==> src/rtl/sga_pkg.sv <==
// Shared constants and types for the Snake Game Arcade display path.
// Latency: n/a (declarations only).
// Backpressure: n/a.
package sga_pkg;

  localparam int ROWS      = 6;
  localparam int COLS      = 6;
  localparam int LED_COUNT = ROWS * COLS;

  typedef enum logic [1:0] {
    IDLE  = 2'd0,
    BLANK = 2'd1,
    SHOW  = 2'd2
  } scan_state_e;

  // One-hot row drive pattern for a 3-bit row index
  function automatic logic [ROWS-1:0] row_onehot(input logic [2:0] r);
    logic [ROWS-1:0] m;
    m = '0;
    for (int i = 0; i < ROWS; i++) begin
      m[i] = (r == 3'(i));
    end
    return m;
  endfunction

endpackage

==> src/rtl/dwell_counter.sv <==
// Clearable up-counter that flags the last cycle of an N-cycle interval.
// Latency: tc_o is combinational from the registered count.
// Backpressure: none; the owner clears it on every interval start.
module dwell_counter #(
  parameter int W = 4
) (
  input  logic         clock_i,
  input  logic         clr_i,
  input  logic [W:0]   n_i,
  output logic         tc_o
);

  localparam logic [W-1:0] INC = 1;
  localparam logic [W:0]   ONE = 1;

  logic [W-1:0] count_q;
  logic [W-1:0] count_d;

  assign count_d = clr_i ? '0 : (count_q + INC);

  // Count cycles since the last clear
  always_ff @(posedge clock_i) begin
    count_q <= count_d;
  end

  assign tc_o = ({1'b0, count_q} == (n_i - ONE));

endmodule

==> src/rtl/led_matrix_scanner.sv <==
// Row-multiplexed 6x6 LED scanner with a tear-free shadow frame buffer.
// Latency: outputs registered; a new frame appears at the next swap point.
// Backpressure: none; frame_valid pulses between swaps overwrite pending.
module led_matrix_scanner
  import sga_pkg::*;
#(
  parameter int DWELL_CYCLES = 8333,
  parameter int BLANK_CYCLES = 50
) (
  input  logic                 clock_i,
  input  logic                 restart_i,
  input  logic                 enable_i,
  input  logic [LED_COUNT-1:0] frame_i,
  input  logic                 frame_valid_i,
  output logic [ROWS-1:0]      row_sel_o,
  output logic [COLS-1:0]      col_data_o,
  output logic                 frame_done_o,
  output logic [2:0]           db_row_o
);

  localparam int MAXC = (DWELL_CYCLES > BLANK_CYCLES) ? DWELL_CYCLES : BLANK_CYCLES;
  localparam int CW   = (MAXC > 1) ? $clog2(MAXC) : 1;

  localparam logic [CW:0] DWELL_N  = DWELL_CYCLES[CW:0];
  localparam logic [CW:0] BLANK_N  = BLANK_CYCLES[CW:0];
  localparam logic [2:0]  LAST_ROW = 3'(ROWS - 1);

  scan_state_e          state_q;
  logic [2:0]           row_q;
  logic [LED_COUNT-1:0] pending_q;
  logic [LED_COUNT-1:0] active_q;
  logic [ROWS-1:0]      row_sel_q;
  logic [COLS-1:0]      col_data_q;
  logic                 frame_done_q;

  logic [LED_COUNT-1:0] swap_frame_d;
  logic [COLS-1:0]      col_sel_d;
  logic [CW:0]          cnt_n_d;
  logic                 cnt_clr_d;
  logic                 tc;

  // A strobe coinciding with a swap bypasses pending straight into active
  assign swap_frame_d = frame_valid_i ? frame_i : pending_q;

  // Interval length depends on which phase the counter is timing
  assign cnt_n_d = (state_q == SHOW) ? DWELL_N : BLANK_N;

  // Clear on every state change so each state starts counting from zero
  assign cnt_clr_d = restart_i | ~enable_i | (state_q == IDLE) | tc;

  dwell_counter #(
    .W (CW)
  ) u_dwell (
    .clock_i (clock_i),
    .clr_i   (cnt_clr_d),
    .n_i     (cnt_n_d),
    .tc_o    (tc)
  );

  // Select the active-buffer slice for the current row
  always_comb begin
    col_sel_d = '0;
    for (int r = 0; r < ROWS; r++) begin
      if (row_q == 3'(r)) begin
        col_sel_d = active_q[r*COLS +: COLS];
      end
    end
  end

  // Scan FSM with buffer management and registered pin drive
  always_ff @(posedge clock_i) begin
    if (restart_i) begin
      state_q      <= IDLE;
      row_q        <= '0;
      pending_q    <= '0;
      active_q     <= '0;
      row_sel_q    <= '0;
      col_data_q   <= '0;
      frame_done_q <= 1'b0;
    end else begin
      frame_done_q <= 1'b0;
      if (frame_valid_i) begin
        pending_q <= frame_i;
      end
      if (!enable_i) begin
        // Disable beats everything, including a coincident wrap
        state_q    <= IDLE;
        row_q      <= '0;
        row_sel_q  <= '0;
        col_data_q <= '0;
      end else begin
        case (state_q)
          IDLE: begin
            state_q    <= BLANK;
            active_q   <= swap_frame_d;
            row_sel_q  <= '0;
            col_data_q <= '0;
          end
          BLANK: begin
            if (tc) begin
              state_q    <= SHOW;
              row_sel_q  <= row_onehot(row_q);
              col_data_q <= col_sel_d;
            end
          end
          SHOW: begin
            if (tc) begin
              state_q    <= BLANK;
              row_sel_q  <= '0;
              col_data_q <= '0;
              if (row_q == LAST_ROW) begin
                row_q        <= '0;
                active_q     <= swap_frame_d;
                frame_done_q <= 1'b1;
              end else begin
                row_q <= row_q + 3'd1;
              end
            end
          end
          default: begin
            state_q    <= IDLE;
            row_q      <= '0;
            row_sel_q  <= '0;
            col_data_q <= '0;
          end
        endcase
      end
    end
  end

  assign row_sel_o    = row_sel_q;
  assign col_data_o   = col_data_q;
  assign frame_done_o = frame_done_q;
  assign db_row_o     = row_q;

endmodule

==> config.mk <==
export PLATFORM = sky130hd
export DESIGN_NAME = led_matrix_scanner
export DESIGN_NICKNAME = d
export VERILOG_FILES = /design/src/rtl/sga_pkg.sv /design/src/rtl/dwell_counter.sv /design/src/rtl/led_matrix_scanner.sv
export SDC_FILE = /design/constraint.sdc
export NUM_CORES = 1
export LEC_CHECK = 0
export ABC_AREA = 1
export ABC_CLOCK_PERIOD_IN_PS = 3840
export CAP_MARGIN = 25
export CORE_AREA = 2 2 108 110
export CTS_CLUSTER_SIZE = 12
export DETAILED_ROUTE_END_ITERATION = 7
export DIE_AREA = 0 0 110 112
export DONT_BUFFER_PORTS = 1
export PLACE_DENSITY_LB_ADDON = 0.15
export REMOVE_ABC_BUFFERS = 1
export SLEW_MARGIN = 40
export SYNTH_ARGS = -nofsm -noshare
export SYNTH_HDL_FRONTEND = slang
export SYNTH_SLANG_ARGS = --single-unit
==> constraint.sdc <==
create_clock -name clock_i -period 3.84 [get_ports clock_i]
set_input_delay 0.384 -clock clock_i [delete_from_list [all_inputs] [get_ports clock_i]]
set_output_delay 0.384 -clock clock_i [all_outputs]
set_load 0.05 [all_outputs]
# == Word-level counts from Yosys, hierarchy flattened ==
# Index checks and enable logic that the tools add are counted.
# classes
add_sub_neg,3
mul,0
div,0
order_cmp,0
eq_ne,11
shift,0
n_mux,23
bitwise,7
n_reduce_logical,9
# ops
cell,count
two-way mux 36 bit,3
case mux 36 bit (2 select lines),1
two-way mux 6 bit,9
case mux 6 bit (2 select lines),2
equality test 14 x 15 -> 1 bit,1
"subtractor 14 x 1 -> 15 bit, second input constant",1
"adder 14 x 1 -> 14 bit, second input constant",1
two-way mux 14 bit,1
"equality test 3 x 2 -> 1 bit, second input constant",2
"equality test 3 bit, second input constant",2
two-way mux 3 bit,2
case mux 2 bit (3 select lines),1
case mux 3 bit (2 select lines),1
two-way mux 2 bit,2
"inequality test 2 bit, second input constant",2
NOT 1 bit,4
AND reduction 2 bit,2
AND reduction 4 bit,1
OR reduction 2 bit,2
OR reduction 4 bit,1
"adder 3 x 1 -> 3 bit, second input constant",1
"equality test 3 x 1 -> 1 bit, second input constant",1
logical NOT 3 bit,1
OR 1 bit,3
other kinds (6),6
# totals
register_bits,104
latchBits,0
ramBits,0
rom_bits,0
input_bits,40
output_inout_bits,16
wordCells,61
mem_count,0

# == Longest topological paths before layout ==
# logic_depth
ltp_word,9
mapped_depth,12

# == By module ==
# A second synthesis with hierarchy kept.
# hier_totals
hier_cells,735
hier_area_um2,5006.1
# modules_own_cells
mod,n_inst,cells_each,area_each_um2,seq_area_each_um2
led_matrix_scanner,1,527,3783.6,1801.7
dwell_counter,1,208,1222.4,280.3

# == Worst setup path after synthesis ==
# No wires, ideal clock.
# synth_timing
path_type,register -> register
startpoint,"register row_q[2], in the netlist db_row_o[2]"
endpoint,"register col_data_q[1], in the netlist col_data_o[1]"
arrival_time_ns,2.115
t_required_ns,3.770
setup_slack_ns,1.655
stages_incl_launch_ff,12
n_path_buf,2
period_less_slack_ns,2.185
cell_sequence,dfxtp_1 inv_1 clkbuf_1 ha_1 inv_1 clkbuf_1 nor2_1 nor2_1 nand2_1 nand2_1 nand2_1 a21oi_1
# synth_between
elab_chain_cells,9
word_cells_on_any_way,14
# synth_rtl
item,line_no,source
"start, declared",led_matrix_scanner.sv:29,logic [2:0] row_q;
"start signal, assigned",led_matrix_scanner.sv:116,row_q <= row_q + 3'd1;
logical NOT 3 bit,led_matrix_scanner.sv:64,if (row_q == 3'(r)) begin
two-way mux 6 bit (5 in a row),led_matrix_scanner.sv:64,
two-way mux 6 bit *,led_matrix_scanner.sv:64,
two-way mux 6 bit *,led_matrix_scanner.sv:100,if (tc) begin
case mux 6 bit (2 select lines) *,led_matrix_scanner.sv:92,case (state_q)
"end signal, assigned",led_matrix_scanner.sv:103,col_data_q <= col_sel_d;
"end, declared",led_matrix_scanner.sv:33,logic [COLS-1:0] col_data_q;
# Every way passes the cells marked *; elsewhere a longest branch is shown, timed or not. The select of a mux whose other input is x is not followed.
# A chain may end at the register's enable or synchronous reset.

# == Final worst setup path ==
# layout_timing
startpoint,register state_q[1]
endpoint,register active_q[5]
# layout_between
elab_chain_cells,6
word_cells_on_any_way,10
# layout_rtl
item,line_no,source
"start, declared",led_matrix_scanner.sv:28,scan_state_e state_q;
"start signal, assigned",led_matrix_scanner.sv:73,state_q <= IDLE;
"start signal, assigned",led_matrix_scanner.sv:87,state_q <= IDLE;
"start signal, assigned",led_matrix_scanner.sv:94,state_q <= BLANK;
equality test 2 bit,"led_matrix_scanner.sv:46, led_matrix_scanner.sv:92",
two-way mux 14 bit,led_matrix_scanner.sv:46,assign cnt_n_d = (state_q == SHOW) ? DWELL_N : BLANK_N;
subtractor 14 x 1 -> 15 bit,dwell_counter.sv:26,"assign tc_o = ({1'b0, count_q} == (n_i - ONE));"
equality test 14 x 15 -> 1 bit,dwell_counter.sv:26,
inequality test 2 bit (no source line),-,
AND reduction 4 bit (no source line),-,
"end signal, assigned",led_matrix_scanner.sv:95,active_q <= swap_frame_d;
"end signal, assigned",led_matrix_scanner.sv:113,active_q <= swap_frame_d;
"end, declared",led_matrix_scanner.sv:31,logic [LED_COUNT-1:0] active_q;
# Parallel ways exist; a longest one is shown, timed or not.

==> impl_results.md <==
* DR iter-0 viols at 216
* Post-route setup TNS at 0 ps
* Largest net degree at the start of global routing at 73
* Multi-input gate area at 2170 um^2
* Setup Viol. Count Final at 0
* Setup crit end kind: flip-flop
* Post-route cell area at 4880 um^2
* CTS tree: built
* CP Max Fanout at 31
* Pint at 1.75 mW
* Clk root buf: clkbuf_16
* Hold_buf cts at 0
* Setup crit start: state_q[1]$_SDFFE_PP0P_
* Crit Reg-Reg Startpoint: state_q[1]$_SDFFE_PP0P_
* # nets final at 620
* Mapped Cells at 596
* Max-Cap Viols at 0
* Post-CTS Setup Bufs at 0
* Worst-margin pin slew at 748 ps
* Most frequent cells in the layout: 118 x nor2_1, 104 x dfxtp_1, 102 x nand2_1, 63 x a21oi_1, 59 x nand3_1
* R2R Setup Slk at 1300 ps
* Final worst-path cycle share at 0.662
* Seq/Total Area, Yosys at 0.456
* Drt wl/cell at 14.3 um
* Minimum clock period at 2540 ps
* Peak supply drop at 0.275 mV
* CTS-repair resized insts at 0
* NetSw at 0.503 mW
* First-pass GRT wire length at 17.6 mm
* Max H-tree Level at 3
* Reg power frac at 0.515
* Core Area at 11200 um^2
* Port bufs at 0
* Final Hold Fails at 0
* Area Growth Syn to Fin at 6.87%
* Gr usage total at 0.182
* P_leak at 2.13 nW
* Startpoint types: flip-flop
* Initial core utilization at 0.409
* Initial antenna violation count at 0
* Yosys warning count at 0
* Fill cells at 1128
* Clock power frac at 0.418
* Avg Cell Area, Syn at 7.67 um^2
* Worst-path clk slew at 70 ps
* Area leader, netlist: dfxtp_1
* Crit path DAT at 2790 ps
* N_diodes at 0
* ANT nets after route at 0
* Status: finished, final reports clean
* Placed Area at 4580 um^2
* Clk buf depth at 2
* Max Slew Vio Count at 0
* FF+latch count, synth at 104
* Share of layout cells above drive strength 1 at 0.0601
* Slew headroom at 0.501
* Cell Pwr Density at 461 nW/um^2
* Vias after detailed routing at 3754
* Dpl ws at 1300 ps
* HPWL Detailed at 7.21 mm
* Hold Crit Start: restart_i
* DR vias/cell at 5.18
* Die W at 110 um
* Clock skew at 5.99 ps
* Vias in the first global route at 3569
* CP Class: reg -> reg
* # IOs at 56
* Library cells used by synthesis at 29
* Final worst setup slack at 1300 ps
* Combinational power share at 0.067
* Top achievable clock speed at 393 MHz
* Pre-antenna DRT Iters at 5
* Share of the synthesized area in the top cell type at 0.456
* Worst hold path type: in -> reg
* Clk sinks at 104
* Req. time, crit path at 4090 ps
* Dominant cells by area after synthesis: dfxtp_1 46%, nor2_1 9.7%, nand2_1 8.4%
* Drt total wl at 10.4 mm
* Area taken by flip-flops and latches at 2080 um^2
* Switch share at 0.223
* Die Y at 112 um
* Most common cell after layout, fill and taps aside: nor2_1
* Rows at 39
* Cell Area, Synth at 4570 um^2
* Inserted Clock Buffers at 9
* Final GP Congestion at 0.896
* Grt ovf at 0
* RSZ-0062 raised after global routing: false
* Total Die Area at 12300 um^2
* Post-route DRC at 0
* Worst skew pair latency at 350 ps
## critical path, cell delays in order (launching register included)
cell and delay, ps:
dfxtp_1 460, inv_2 80, nor2_4 320, nand3_1 120, nand2_1 90, nand2_2 220
nand2_2 460, buf_4 390, nand3_1 110, nand2_1 100, nor2_1 60
## cells in the mapped netlist
cell type / n
a211oi_1: 1
a211oi_4: 1
a21oi_1: 63
a31oi_1: 1
buf_2: 12
buf_4: 2
buf_6: 8
clkbuf_1: 12
clkinv_1: 1
dfxtp_1: 104
ha_1: 2
inv_1: 25
inv_2: 2
mux2i_1: 36
nand2_1: 102
nand2_2: 2
nand2_4: 1
nand3_1: 59
nand4_1: 7
nor2_1: 118
nor2_2: 1
nor2_4: 2
nor3_1: 6
nor3b_1: 3
o211ai_1: 11
o21a_1: 1
o21ai_0: 6
or2_2: 5
xor2_1: 2
## final timing paths
kind	cells past startpoint	end
max	10	active_q[5]$_SDFFE_PP0P_
min	1	pending_q[19]$_SDFF_PP0_
max reg2reg	10	active_q[5]$_SDFFE_PP0P_
min reg2reg	2	active_q[17]$_SDFFE_PP0P_
## registers in the layout, summed over array words and instances, names as in the netlist
| name | flops |
|---|---|
| db_row_o | 3 |
| pending_q | 36 |
| state_q | 2 |
| frame_done_o | 1 |
| col_data_o | 6 |
| u_dwell.count_q | 14 |
| active_q | 36 |
| row_sel_o | 6 |
## cell families (layout without fill, tap and decap cells)
family                     Yosys count  in the layout  synth area share
xor gates and xnor gates             2              2           0.00383
DFF                                104            104             0.456
adders and majority gates            2              2           0.00547
AOI/OAI and AO/OA                   84             84             0.103
buffers and inverters               62             48            0.0690
and+or+nand+nor                    306            306             0.285
muxes                               36             36            0.0788
## power by group through the flow
stage	clock network, mW	registers (mW)	logic (mW)
2_1_floorplan	0	1.17	0.127
3_3_place_gp	0	1.18	0.149
6_report	0.943	1.16	0.151
3_5_place_dp	0	1.18	0.152
4_1_cts	0.971	1.16	0.153
5_1_grt	1.01	1.17	0.177
## through the flow
| stage | power [mW] | hold WS (ps) | instances | util |
|---|---|---|---|---|
| final | 2.25 | 100 | 725 | 0.437 |
| after global routing | 2.35 | 87.4 | 725 | 0.437 |
| after CTS | 2.28 | 85.5 | 725 | 0.437 |
| after detailed placement | 1.34 | 463 | 710 | 0.410 |
| after global placement | 1.33 | 462 | 710 | 0.410 |
| after floorplan | 1.30 | 452 | 562 | - |
## routing by layer
layer  GRT usage  vias to the layer above  part of all wire
met4      0.0835                        0             0.018
li1            -                     1930                 -
met3      0.0492                       15             0.055
met1       0.245                     1727              0.47
met2       0.268                       82              0.46
met5           0                        -                 0
## final cells by class
| type | instances | area share |
|---|---|---|
| inverter | 28 | 0.0218 |
| multi-input combinational | 430 | 0.445 |
| clock inverter | 3 | 0.00820 |
| sequential | 104 | 0.426 |
| timing repair buffer | 5 | 0.00768 |
| tap | 143 | 0.0366 |
| clock buffer | 12 | 0.0546 |
(Power assumes the default switching activity.)
